**src/rtl/booth_mul_iter_if.sv**
```systemverilog
// booth_mul_iter_if
//   Request/result bundle between the execute stage and booth_mul_iter.
//
//   Handshake: start is a request without a ready line. The multiplier
//   accepts it at a clock edge where busy=0 and flush=0. A request seen
//   while busy=1 is dropped, not queued. done is a one-cycle pulse in the
//   cycle that result takes its new value. result then holds until the
//   next done.
//
//   Signals (master = requester, slave = multiplier):
//     start, flag_unsigned, operand1, operand2, flush   master -> slave
//     acc_en, acc_sub, acc_in   master -> slave, only with MUL_ACCUM_EN
//     busy, done, result                                 slave -> master
//
//   Optional feature macro: MUL_ACCUM_EN (adds the accumulate signals).
interface booth_mul_iter_if #(
  parameter int WIDTH = 32
);
  logic                 start;
  logic                 flag_unsigned;
  logic [WIDTH-1:0]     operand1;
  logic [WIDTH-1:0]     operand2;
  logic                 flush;
`ifdef MUL_ACCUM_EN
  logic                 acc_en;
  logic                 acc_sub;
  logic [2*WIDTH-1:0]   acc_in;
`endif
  logic                 busy;
  logic                 done;
  logic [2*WIDTH-1:0]   result;

`ifdef MUL_ACCUM_EN
  modport master (
    output start, flag_unsigned, operand1, operand2, flush,
    output acc_en, acc_sub, acc_in,
    input  busy, done, result
  );
  modport slave (
    input  start, flag_unsigned, operand1, operand2, flush,
    input  acc_en, acc_sub, acc_in,
    output busy, done, result
  );
`else
  modport master (
    output start, flag_unsigned, operand1, operand2, flush,
    input  busy, done, result
  );
  modport slave (
    input  start, flag_unsigned, operand1, operand2, flush,
    output busy, done, result
  );
`endif
endinterface

```
**src/rtl/booth_mul_iter.sv**
```systemverilog
// booth_mul_iter
//   Iterative radix-4 Booth multiplier. Each CALC cycle retires GROUPS
//   Booth groups, so a multiply takes ITER = ceil((WIDTH/2+1)/GROUPS) CALC
//   cycles plus one FINISH cycle. It supports signed and unsigned operands
//   and can be aborted by flush.
//
//   Parameters:
//     WIDTH   operand width, even, 8..64
//     GROUPS  Booth groups reduced per CALC cycle, 1..WIDTH/2+1
//
//   Ports:
//     clock        clock
//     reset        synchronous, active-low reset
//     bus          booth_mul_iter_if slave modport. It carries the
//                  request, operands, flush, busy, done and result.
//     dbg_state_o  current FSM state (0 IDLE, 1 CALC, 2 FINISH)
//
//   Optional feature macro: MUL_ACCUM_EN. When it is defined, FINISH
//   returns acc_in + P or acc_in - P instead of P, modulo 2^(2*WIDTH).
module booth_mul_iter #(
  parameter int WIDTH  = 32,
  parameter int GROUPS = 4
) (
  input  logic                   clock,
  input  logic                   reset,
  booth_mul_iter_if.slave        bus,
  output logic [1:0]             dbg_state_o
);

  localparam int NGRP = WIDTH / 2 + 1;
  localparam int ITER = (NGRP + GROUPS - 1) / GROUPS;
  localparam int PW   = 2 * WIDTH;
  localparam int XW   = WIDTH + 2;
  // The multiplier register spans every group slot of every iteration.
  // Slots beyond NGRP then read only sign-extension bits. Those recode to
  // 000 or 111, so they add nothing and need no explicit masking.
  localparam int MPW  = 2 * GROUPS * ITER + 1;
  localparam int CW   = (ITER > 1) ? $clog2(ITER) : 1;

  typedef enum logic [1:0] {
    S_IDLE   = 2'd0,
    S_CALC   = 2'd1,
    S_FINISH = 2'd2
  } state_e;

  state_e           state_q, state_d;
  logic [PW-1:0]    mcand_q, mcand_d;
  logic [MPW-1:0]   mplier_q, mplier_d;
  logic [PW-1:0]    acc_q, acc_d;
  logic [CW-1:0]    cnt_q, cnt_d;
  logic [PW-1:0]    result_q, result_d;
  logic             done_q, done_d;
`ifdef MUL_ACCUM_EN
  logic             acc_en_q, acc_en_d;
  logic             acc_sub_q, acc_sub_d;
  logic [PW-1:0]    acc_in_q, acc_in_d;
`endif

  // Operands extended to WIDTH+2 bits. The extension bit is the operand's
  // top bit for signed operands and 0 for unsigned ones.
  logic [XW-1:0]    x_ext, y_ext;
  logic [XW:0]      y_sh;
  logic [PW-1:0]    mcand_init;
  logic [MPW-1:0]   mplier_init;

  assign x_ext       = {{2{~bus.flag_unsigned & bus.operand1[WIDTH-1]}}, bus.operand1};
  assign y_ext       = {{2{~bus.flag_unsigned & bus.operand2[WIDTH-1]}}, bus.operand2};
  assign y_sh        = {y_ext, 1'b0};
  assign mcand_init  = PW'($signed(x_ext));
  assign mplier_init = MPW'($signed(y_sh));

  // Sum of this cycle's GROUPS partial products. The multiplicand and
  // multiplier registers shift by 2*GROUPS every CALC cycle, so group g
  // here is always at bit offset 2*g relative to the current window.
  logic [PW-1:0]    pp_sum;
  logic [PW-1:0]    mag;
  logic [PW-1:0]    term;
  logic [2:0]       grp;
  logic             neg;

  always_comb begin
    pp_sum = '0;
    mag    = '0;
    term   = '0;
    grp    = '0;
    neg    = 1'b0;
    for (int g = 0; g < GROUPS; g++) begin
      grp = mplier_q[2*g +: 3];
      mag = '0;
      neg = 1'b0;
      case (grp)
        3'b001, 3'b010: mag = mcand_q;
        3'b011:         mag = mcand_q << 1;
        3'b100: begin
          mag = mcand_q << 1;
          neg = 1'b1;
        end
        3'b101, 3'b110: begin
          mag = mcand_q;
          neg = 1'b1;
        end
        default:        mag = '0;
      endcase
      term = mag << (2 * g);
      // Negation is done as invert plus a carry-in of the same adder.
      pp_sum = pp_sum + (neg ? ~term : term) + {{(PW-1){1'b0}}, neg};
    end
  end

  // Next-state and datapath control
  always_comb begin
    state_d   = state_q;
    mcand_d   = mcand_q;
    mplier_d  = mplier_q;
    acc_d     = acc_q;
    cnt_d     = cnt_q;
    result_d  = result_q;
    done_d    = 1'b0;
`ifdef MUL_ACCUM_EN
    acc_en_d  = acc_en_q;
    acc_sub_d = acc_sub_q;
    acc_in_d  = acc_in_q;
`endif
    case (state_q)
      S_IDLE: begin
        if (bus.start && !bus.flush) begin
          mcand_d   = mcand_init;
          mplier_d  = mplier_init;
          acc_d     = '0;
          cnt_d     = '0;
`ifdef MUL_ACCUM_EN
          acc_en_d  = bus.acc_en;
          acc_sub_d = bus.acc_sub;
          acc_in_d  = bus.acc_in;
`endif
          state_d   = S_CALC;
        end
      end
      S_CALC: begin
        if (bus.flush) begin
          state_d = S_IDLE;
        end else begin
          acc_d    = acc_q + pp_sum;
          mcand_d  = mcand_q << (2 * GROUPS);
          mplier_d = MPW'($signed(mplier_q) >>> (2 * GROUPS));
          cnt_d    = cnt_q + CW'(1);
          if (cnt_q == CW'(ITER - 1)) begin
            state_d = S_FINISH;
          end
        end
      end
      S_FINISH: begin
        state_d = S_IDLE;
        if (!bus.flush) begin
`ifdef MUL_ACCUM_EN
          if (acc_en_q) begin
            result_d = acc_sub_q ? (acc_in_q - acc_q) : (acc_in_q + acc_q);
          end else begin
            result_d = acc_q;
          end
`else
          result_d = acc_q;
`endif
          done_d = 1'b1;
        end
      end
      default: state_d = S_IDLE;
    endcase
  end

  always_ff @(posedge clock) begin
    if (!reset) begin
      state_q   <= S_IDLE;
      mcand_q   <= '0;
      mplier_q  <= '0;
      acc_q     <= '0;
      cnt_q     <= '0;
      result_q  <= '0;
      done_q    <= 1'b0;
`ifdef MUL_ACCUM_EN
      acc_en_q  <= 1'b0;
      acc_sub_q <= 1'b0;
      acc_in_q  <= '0;
`endif
    end else begin
      state_q   <= state_d;
      mcand_q   <= mcand_d;
      mplier_q  <= mplier_d;
      acc_q     <= acc_d;
      cnt_q     <= cnt_d;
      result_q  <= result_d;
      done_q    <= done_d;
`ifdef MUL_ACCUM_EN
      acc_en_q  <= acc_en_d;
      acc_sub_q <= acc_sub_d;
      acc_in_q  <= acc_in_d;
`endif
    end
  end

  assign bus.busy    = (state_q != S_IDLE);
  assign bus.done    = done_q;
  assign bus.result  = result_q;
  assign dbg_state_o = state_q;

endmodule

```
**src/flat_wrapper.sv**
```systemverilog
// flat-port wrapper written by rule: the top's interface ports become plain ports
module booth_mul_iter_flat 
#(
  parameter int WIDTH  = 32,
  parameter int GROUPS = 4
)
  (clock, reset, dbg_state_o, bus_start, bus_flag_unsigned, bus_operand1, bus_operand2, bus_flush, bus_busy, bus_done, bus_result);
  booth_mul_iter_if #(.WIDTH(WIDTH)) bus_i ();
  input  logic clock;
  input  logic reset;
  output logic [1:0] dbg_state_o;
  input wire logic [$bits(bus_i.start)-1:0] bus_start;
  input wire logic [$bits(bus_i.flag_unsigned)-1:0] bus_flag_unsigned;
  input wire logic [$bits(bus_i.operand1)-1:0] bus_operand1;
  input wire logic [$bits(bus_i.operand2)-1:0] bus_operand2;
  input wire logic [$bits(bus_i.flush)-1:0] bus_flush;
  output wire logic [$bits(bus_i.busy)-1:0] bus_busy;
  output wire logic [$bits(bus_i.done)-1:0] bus_done;
  output wire logic [$bits(bus_i.result)-1:0] bus_result;
  assign bus_i.start = bus_start;
  assign bus_i.flag_unsigned = bus_flag_unsigned;
  assign bus_i.operand1 = bus_operand1;
  assign bus_i.operand2 = bus_operand2;
  assign bus_i.flush = bus_flush;
  assign bus_busy = bus_i.busy;
  assign bus_done = bus_i.done;
  assign bus_result = bus_i.result;
  booth_mul_iter #(.WIDTH(WIDTH), .GROUPS(GROUPS)) u_core (.clock(clock), .reset(reset), .bus(bus_i), .dbg_state_o(dbg_state_o));
endmodule
```
**config.mk**
```make
export PLATFORM = sky130hd
export DESIGN_NAME = booth_mul_iter_flat
export DESIGN_NICKNAME = d
export VERILOG_FILES = /design/src/rtl/booth_mul_iter_if.sv /design/src/rtl/booth_mul_iter.sv /design/src/flat_wrapper.sv
export SDC_FILE = /design/constraint.sdc
export NUM_CORES = 1
export LEC_CHECK = 0
export CORE_AREA = 2 2 241 243
export CTS_CLUSTER_DIAMETER = 80
export CTS_CLUSTER_SIZE = 8
export DETAILED_ROUTE_END_ITERATION = 10
export DIE_AREA = 0 0 243 245
export HOLD_SLACK_MARGIN = 0.02
export PLACE_DENSITY = 0.65
export SYNTH_ARGS = -nofsm -noshare
export SYNTH_HDL_FRONTEND = slang
export SYNTH_SLANG_ARGS = --single-unit
```
**constraint.sdc**
```tcl
create_clock -name clock -period 6.3 [get_ports clock]
set_clock_uncertainty 0.15 [all_clocks]
set_input_delay 0.945 -clock clock [delete_from_list [all_inputs] [get_ports clock]]
set_output_delay 0.945 -clock clock [all_outputs]
set_load 0.05 [all_outputs]
```
==> out/results.txt, run 1 <==
Worst setup EP type - register
Starting Density - 39.7%
Status - completed
Post-route DRC - 0
Setup CP Type - reg2reg
Least-Margin Pin Slew - 1150 ps
CTS sink cnt - 233
YS warnings - 0
Row count - 88
Initial antenna violation count - 1
Reg2Reg Setup Slack - 170 ps
Main flop type after synthesis - dfxtp_1
DR WL met3 - 4370 um
Final net count - 3136
Die Width - 243 um
Area Overhead vs Synth - 14.8%
Rel. slew slack - 23.4%
Non-filler cells, final - 3579
Power Density - 353 nW/um2
Setup violators final - 0
Mapped Area - 22600 um2
CP Max Fanout - 21
Die Span Y - 245 um
Num CTS Buffers - 37
Clk slew on worst S/H paths - 50 ps
Routed len/inst - 18.6 um
Most common cell in the synthesized netlist - nand2_1
Worst reg2reg path depth - 22
Max Fclk - 163 MHz
Final Power - 9.18 mW
Pre-CTS WS - 62.8 ps
Register area share after synthesis - 20.6%
Worst IR Drop VDD - 0.159 mV
PortBufs - 136
1st-pass router iterations - 6
GRT overflow - 0
RR Startpoint - u_core.mplier_q[3]
Number of synthesized flops with an enable pin - 0
M1 WL - 29400 um
Synthesized area per cell - 8.10 um2
Critical path data arrival time - 6410 ps
Cells after synthesis - 2795
Vias in the first global route - 19800
Post-synth net total - 3127
Routed wl met2 - 30600 um
CTS Buffer Depth - 3
WL final - 66600 um
Required time of the worst setup path - 6570 ps
Io pins - 137
Worst skew pair latency - 570 ps
P_leak - 10.2 nW
Layout cell share with drive strength beyond 1 - 7.50%
Hold EP - u_core.bus.result[28]
Leading area contributor after synthesis - dfxtp_1
Vias per cell - 5.54
Period utilisation layout - 97.4%
Highest metal used - met5
Cell count after placement - 3521
Hold Crit Class - reg2reg
1st-iter DRT viols - 1512
HPWL after DPL - 48300 um
CTS tree - yes
Global-route wire length before repair - 108000 um
Min Clock Period, post-route - 6130 ps
Max-cap violations - 0
CORE AREA - 57000 um2
Slew Limit Fails - 0
Startpoint Class - register
Min-Delay Startpoint - u_core.bus.result[28]
Top cell type's share of synthesized area - 20.6%
Ys async rst share - 0%
FF-to-FF End - u_core.acc_q[62]
Yosys reg bits - 233
Final ANT Viol Nets - 0
Cells on Worst Hold Path - 2
GRT Resource Usage Total - 22.2%
Die area - 59500 um2
Pin count of the biggest net entering global routing - 102
# H-tree levels - 2
RSZ-0062 raised after global routing - true
Final Hold Fails - 0
Number of diodes - 0
Gpl congestion - 0.930
Synth top area cells - dfxtp_1 (21%), fa_1 (17%), xnor2_1 (11%), nand2_1 (6.7%), a22oi_1 (5.3%)
Via count - 19800
Synth unique cells - 78
Clock Root Buffer - clkbuf_16
Hold Slack - 310 ps
Synth top cells by count - nand2_1 (401), inv_1 (286), xnor2_1 (280)
Final worst slack - 166 ps
## per-stage QoR
stage	setup TNS (ps)	util, %	cell area, um2
after floorplan	0	-	22600
after global placement	0	43.3	24700
after detailed placement	0	43.3	24700
after CTS	0	45.2	25800
after global routing	-51.5	45.5	26000
final	0	45.5	26000
## area by class of cell
type | count | area [um2]
multi-input cells | 2015 | 16100
inverters | 287 | 1080
clock inverters | 7 | 115
flip-flops and latches | 233 | 4670
clock buffers | 42 | 965
well taps | 765 | 957
repair buffers | 230 | 2120
fillers | 5624 | 31100
## cells in the final DEF, fill, tap and decap left out, types with 68 or more instances in the layout
master,synthesis,routed
a21boi_0,68,68
a21oi_1,152,148
a22oi_1,159,157
buf_4,4,86
clkdlybuf4s50_1,0,135
dfxtp_1,233,230
fa_1,191,191
ha_1,72,68
inv_1,286,286
nand2_1,401,399
nor2_1,74,70
o21ai_0,98,96
o221ai_1,81,81
xnor2_1,280,276
## per-layer routing
| metal | vias up | track usage, % |
|---|---|---|
| li1 | 9399 | - |
| met3 | 134 | 4.23 |
| met5 | - | 0 |
| met4 | 2 | 7.85 |
| met1 | 9656 | 29.7 |
| met2 | 651 | 35.7 |
## kinds of logic after synthesis
kind of cell	synth area share, %
AO/OA/AOI/OAI	23.6
XOR/XNOR	12.0
adder cells (fa/ha/maj)	20.9
buffers and inverters	9.36
flip-flops	20.6
multiplexers	0.321
AND/OR/NAND/NOR	13.3
## worst max-delay path, stage by stage (launching register included)
cell      delay (ps)
dfxtp_1          390
inv_1            110
ha_1             220
o31ai_4          300
clkinv_4          80
buf_4            150
buf_8            180
xnor2_1          170
fa_1             570
inv_1             60
fa_1             450
fa_1             490
inv_1             40
ha_2             400
nand2_2          140
or3_4            430
or3_1            320
o32a_1           450
a31o_1           300
a21oi_2          180
a31oi_1          120
xor2_1           180
o21ai_1           80
## how the worst max path moves through the flow
| stage | start | end | cells past startpoint |
|---|---|---|---|
| after global placement | u_core.mplier_q[2] | u_core.acc_q[62] | 21 |
| after floorplan | u_core.mplier_q[2] | u_core.acc_q[63] | 23 |
| after CTS | u_core.mplier_q[2] | u_core.acc_q[62] | 21 |
| final | u_core.mplier_q[3] | u_core.acc_q[62] | 22 |
| after global routing | u_core.mplier_q[3] | u_core.acc_q[62] | 22 |
| after detailed placement | u_core.mplier_q[2] | u_core.acc_q[62] | 21 |
## repair_timing
action                     in CTS  in global routing
buffers inserted                0                  9
hold buffers                    0                  0
setup endpoints to repair       0                 22
resized for setup               0                 39
## state kept, by name, indices dropped and copies added, names as in the netlist
register / cells
u_core.cnt_q: 3
u_core.mcand_q: 64
u_core.bus.result: 64
u_core.mplier_q: 35
u_core.acc_q: 64
u_core.dbg_state_o: 2
u_core.bus.done: 1
## power by group
group,internal [mW],switching (mW)
sequential,1.57,0.180
clock,1.16,0.733
combinational,2.29,3.25
total,5.02,4.16
Power figures use the tool's default switching activity.
==> inputs of run 2 (changes only) <==
Settings changed: PLACE_DENSITY 0.65 to 0.63.
Clock period 6.3 ns to 6 ns, I/O delays scaled along.
==> out/results.txt, run 2 (synthesized netlist as in run 1, its figures left out) <==
Worst skew pair latency - 560 ps (about the same)
1st-pass router iterations - 6 (unchanged)
Post-route DRC - 0 (unchanged)
Global-route wire length before repair - 107000 um (-0.68%)
Initial antenna violation count - 2 (+1)
Critical path data arrival time - 6270 ps (-140 ps)
Clock Root Buffer - clkbuf_16
Reg2Reg Setup Slack - 6 ps (-160 ps)
Startpoint Class - register
Power Density - 377 nW/um2 (+6.8%)
Setup CP Type - reg2reg
Vias in the first global route - 19500 (-1.6%)
RR Startpoint - u_core.mplier_q[2]
Gpl congestion - 0.957 (+2.9%)
Worst reg2reg path depth - 23 (+4.5%)
Area Overhead vs Synth - 19.0%
Switching share of power - 45.4% (about the same)
Commonest non-fill, non-tap cell in the layout - nand2_1
Part of the power in registers - 18.1% (-1.0 points)
RSZ-0062 raised after global routing - true
Worst setup EP type - register
Slew Limit Fails - 0 (unchanged)
Cells on Worst Hold Path - 2 (unchanged)
WL final - 67900 um (+1.8%)
HPWL after DPL - 49000 um (+1.5%)
P_int - 5.55 mW (+11%)
Most frequent cells in the layout - nand2_1 (395), inv_1 (283), xnor2_1 (270), dfxtp_1 (228), fa_1 (191)
Rel. slew slack - 22.1% (-1.3 points)
Num CTS Buffers - 36 (-2.7%)
Routed len/inst - 18.7 um (+0.18%)
Hold EP - u_core.bus.result[30]
Hold_buf cts - 0 (unchanged)
Via count - 20100 (+1.3%)
Final Hold Fails - 0 (unchanged)
Row count - 88 (unchanged)
Min Clock Period, post-route - 5990 ps (-139 ps)
Setup violators final - 0 (unchanged)
Final net count - 3195 (+1.9%)
Io pins - 137 (unchanged)
Starting Density - 39.7% (unchanged)
1st-iter DRT viols - 1641 (+8.5%)
Psw - 4.61 mW (+11%)
Required time of the worst setup path - 6280 ps (-290 ps)
Die Span Y - 245 um (unchanged)
CORE AREA - 57000 um2 (unchanged)
Non-filler cells, final - 3638 (+1.6%)
Period utilisation layout - 99.9% (+2.5 points)
Least-Margin Pin Slew - 1170 ps (+19.6 ps)
PortBufs - 136 (unchanged)
Cell count after placement - 3564 (+1.2%)
Hold Slack - 310 ps (-0.899 ps)
# H-tree levels - 2 (unchanged)
CTS sink cnt - 233 (unchanged)
Die Width - 243 um (unchanged)
Final ANT Viol Nets - 0 (unchanged)
CTS tree - yes
FF-to-FF End - u_core.acc_q[47]
Max Fclk - 167 MHz (+2.3%)
Die area - 59500 um2 (unchanged)
Layout cell share with drive strength beyond 1 - 11.7% (+4.2 points)
Hold Crit Class - reg2reg
GRT overflow - 0 (unchanged)
Pin count of the biggest net entering global routing - 83 (-19%)
CTS Buffer Depth - 3 (unchanged)
Clock Power Share - 18.3% (-2.3 points)
CP Max Fanout - 6 (-71%)
Max-cap violations - 0 (unchanged)
Min-Delay Startpoint - u_core.bus.result[30]
Worst IR Drop VDD - 0.209 mV (+31%)
Clk slew on worst S/H paths - 50 ps (about the same)
Status - completed
P_leak - 10.6 nW (+3.9%)
Combinational fraction of design power - 63.7% (+3.4 points)
GRT Resource Usage Total - 22.1% (-0.12 points)
Vias per cell - 5.52 (-0.35%)
-- run 2: changes by cell type in the layout (fill, tap and decap cells not counted), moves of 6 or more --
cell,before,now
ha_2,3,10
a22oi_2,2,12
buf_4,86,131
xnor2_2,3,9
xnor2_1,276,270
buf_12,2,10
a22oi_1,157,147
ha_4,1,14
ha_1,68,48
a21oi_1,148,142
-- run 2: stage by stage --
| stage | area, um2 | setup TNS (ps) | power, mW | utilization (%) | setup slack (ps) |
|---|---|---|---|---|---|
| 6_report | 26900 | 0 | 10.2 | 47.2 | 5.59 |
| 5_1_grt | 26900 | -526 | 11.0 | 47.2 | -128 |
| 4_1_cts | 26100 | 0 | 9.66 | 45.7 | 6.51 |
| 3_5_place_dp | 25000 | -612 | 7.71 | 43.9 | -164 |
| 3_3_place_gp | 25000 | -109 | 7.63 | 43.9 | -84.8 |
| 2_1_floorplan | 22600 | 0 | 6.09 | - | 61.4 |
-- run 2: timing repair --
| item | in CTS | in global routing |
|---|---|---|
| setup buffers | 0 | 23 |
| setup endpoints to repair | 16 | 30 |
| resized for setup | 11 | 124 |
| pin swaps | 2 | 33 |
| cloned | 0 | 3 |
-- run 2: power by group through the flow --
stage / combinational, mW / clock, mW / sequential (mW)
after floorplan: 4.34 / 0 / 1.75
after global placement: 5.78 / 0 / 1.85
after detailed placement: 5.86 / 0 / 1.86
after CTS: 5.92 / 1.91 / 1.83
after global routing: 7.15 / 1.96 / 1.85
final: 6.47 / 1.86 / 1.84
-- run 2: final cells by class --
type                       instances  area [um2]
clock buffer                      41         951
sequential                       233        4680
timing repair inverter             1        6.26
antenna                            1        2.50
fill                            5490       30100
tap                              765         957
inverter                         287        1080
multi-input combinational       2017       16500
clock inverter                     6        37.5
timing repair buffer             287        2670
-- run 2: how the worst max path moves through the flow --
stage / from / end / slack [ps] / cells after the start
floorplan: u_core.mplier_q[2] / u_core.acc_q[63] / 60 / 23
global placement: u_core.mplier_q[2] / u_core.acc_q[47] / -80 / 21
detailed placement: u_core.mplier_q[2] / u_core.acc_q[47] / -160 / 21
CTS: u_core.mplier_q[2] / u_core.acc_q[62] / 7 / 22
global route: u_core.mplier_q[2] / u_core.acc_q[47] / -130 / 23
finish: u_core.mplier_q[2] / u_core.acc_q[47] / 6 / 23
-- run 2: routing by layer --
| layer | global-route usage [%] | vias up | routed length [um] |
|---|---|---|---|
| met4 | 8.16 | 4 | 2110 |
| met3 | 3.46 | 125 | 4300 |
| li1 | - | 9527 | - |
| met1 | 30.3 | 9738 | 30400 |
| met2 | 35.1 | 704 | 31000 |
| met5 | 0 | - | 27 |
-- run 2: critical path, cell delays in order, from the launching register on --
cell and delay [ps]:
dfxtp_4 370, inv_2 60, ha_4 180, o31ai_4 340
clkinv_4 140, buf_12 170, xnor2_2 140, fa_1 560
inv_1 50, fa_1 470, fa_1 520, inv_1 70
ha_4 280, and4_4 240, nand4_1 140, a211o_4 390
a211oi_4 340, o211ai_2 160, buf_4 170, a211oi_4 290
o21bai_1 140, a21oi_2 210, mux2i_1 210, nand2_1 60
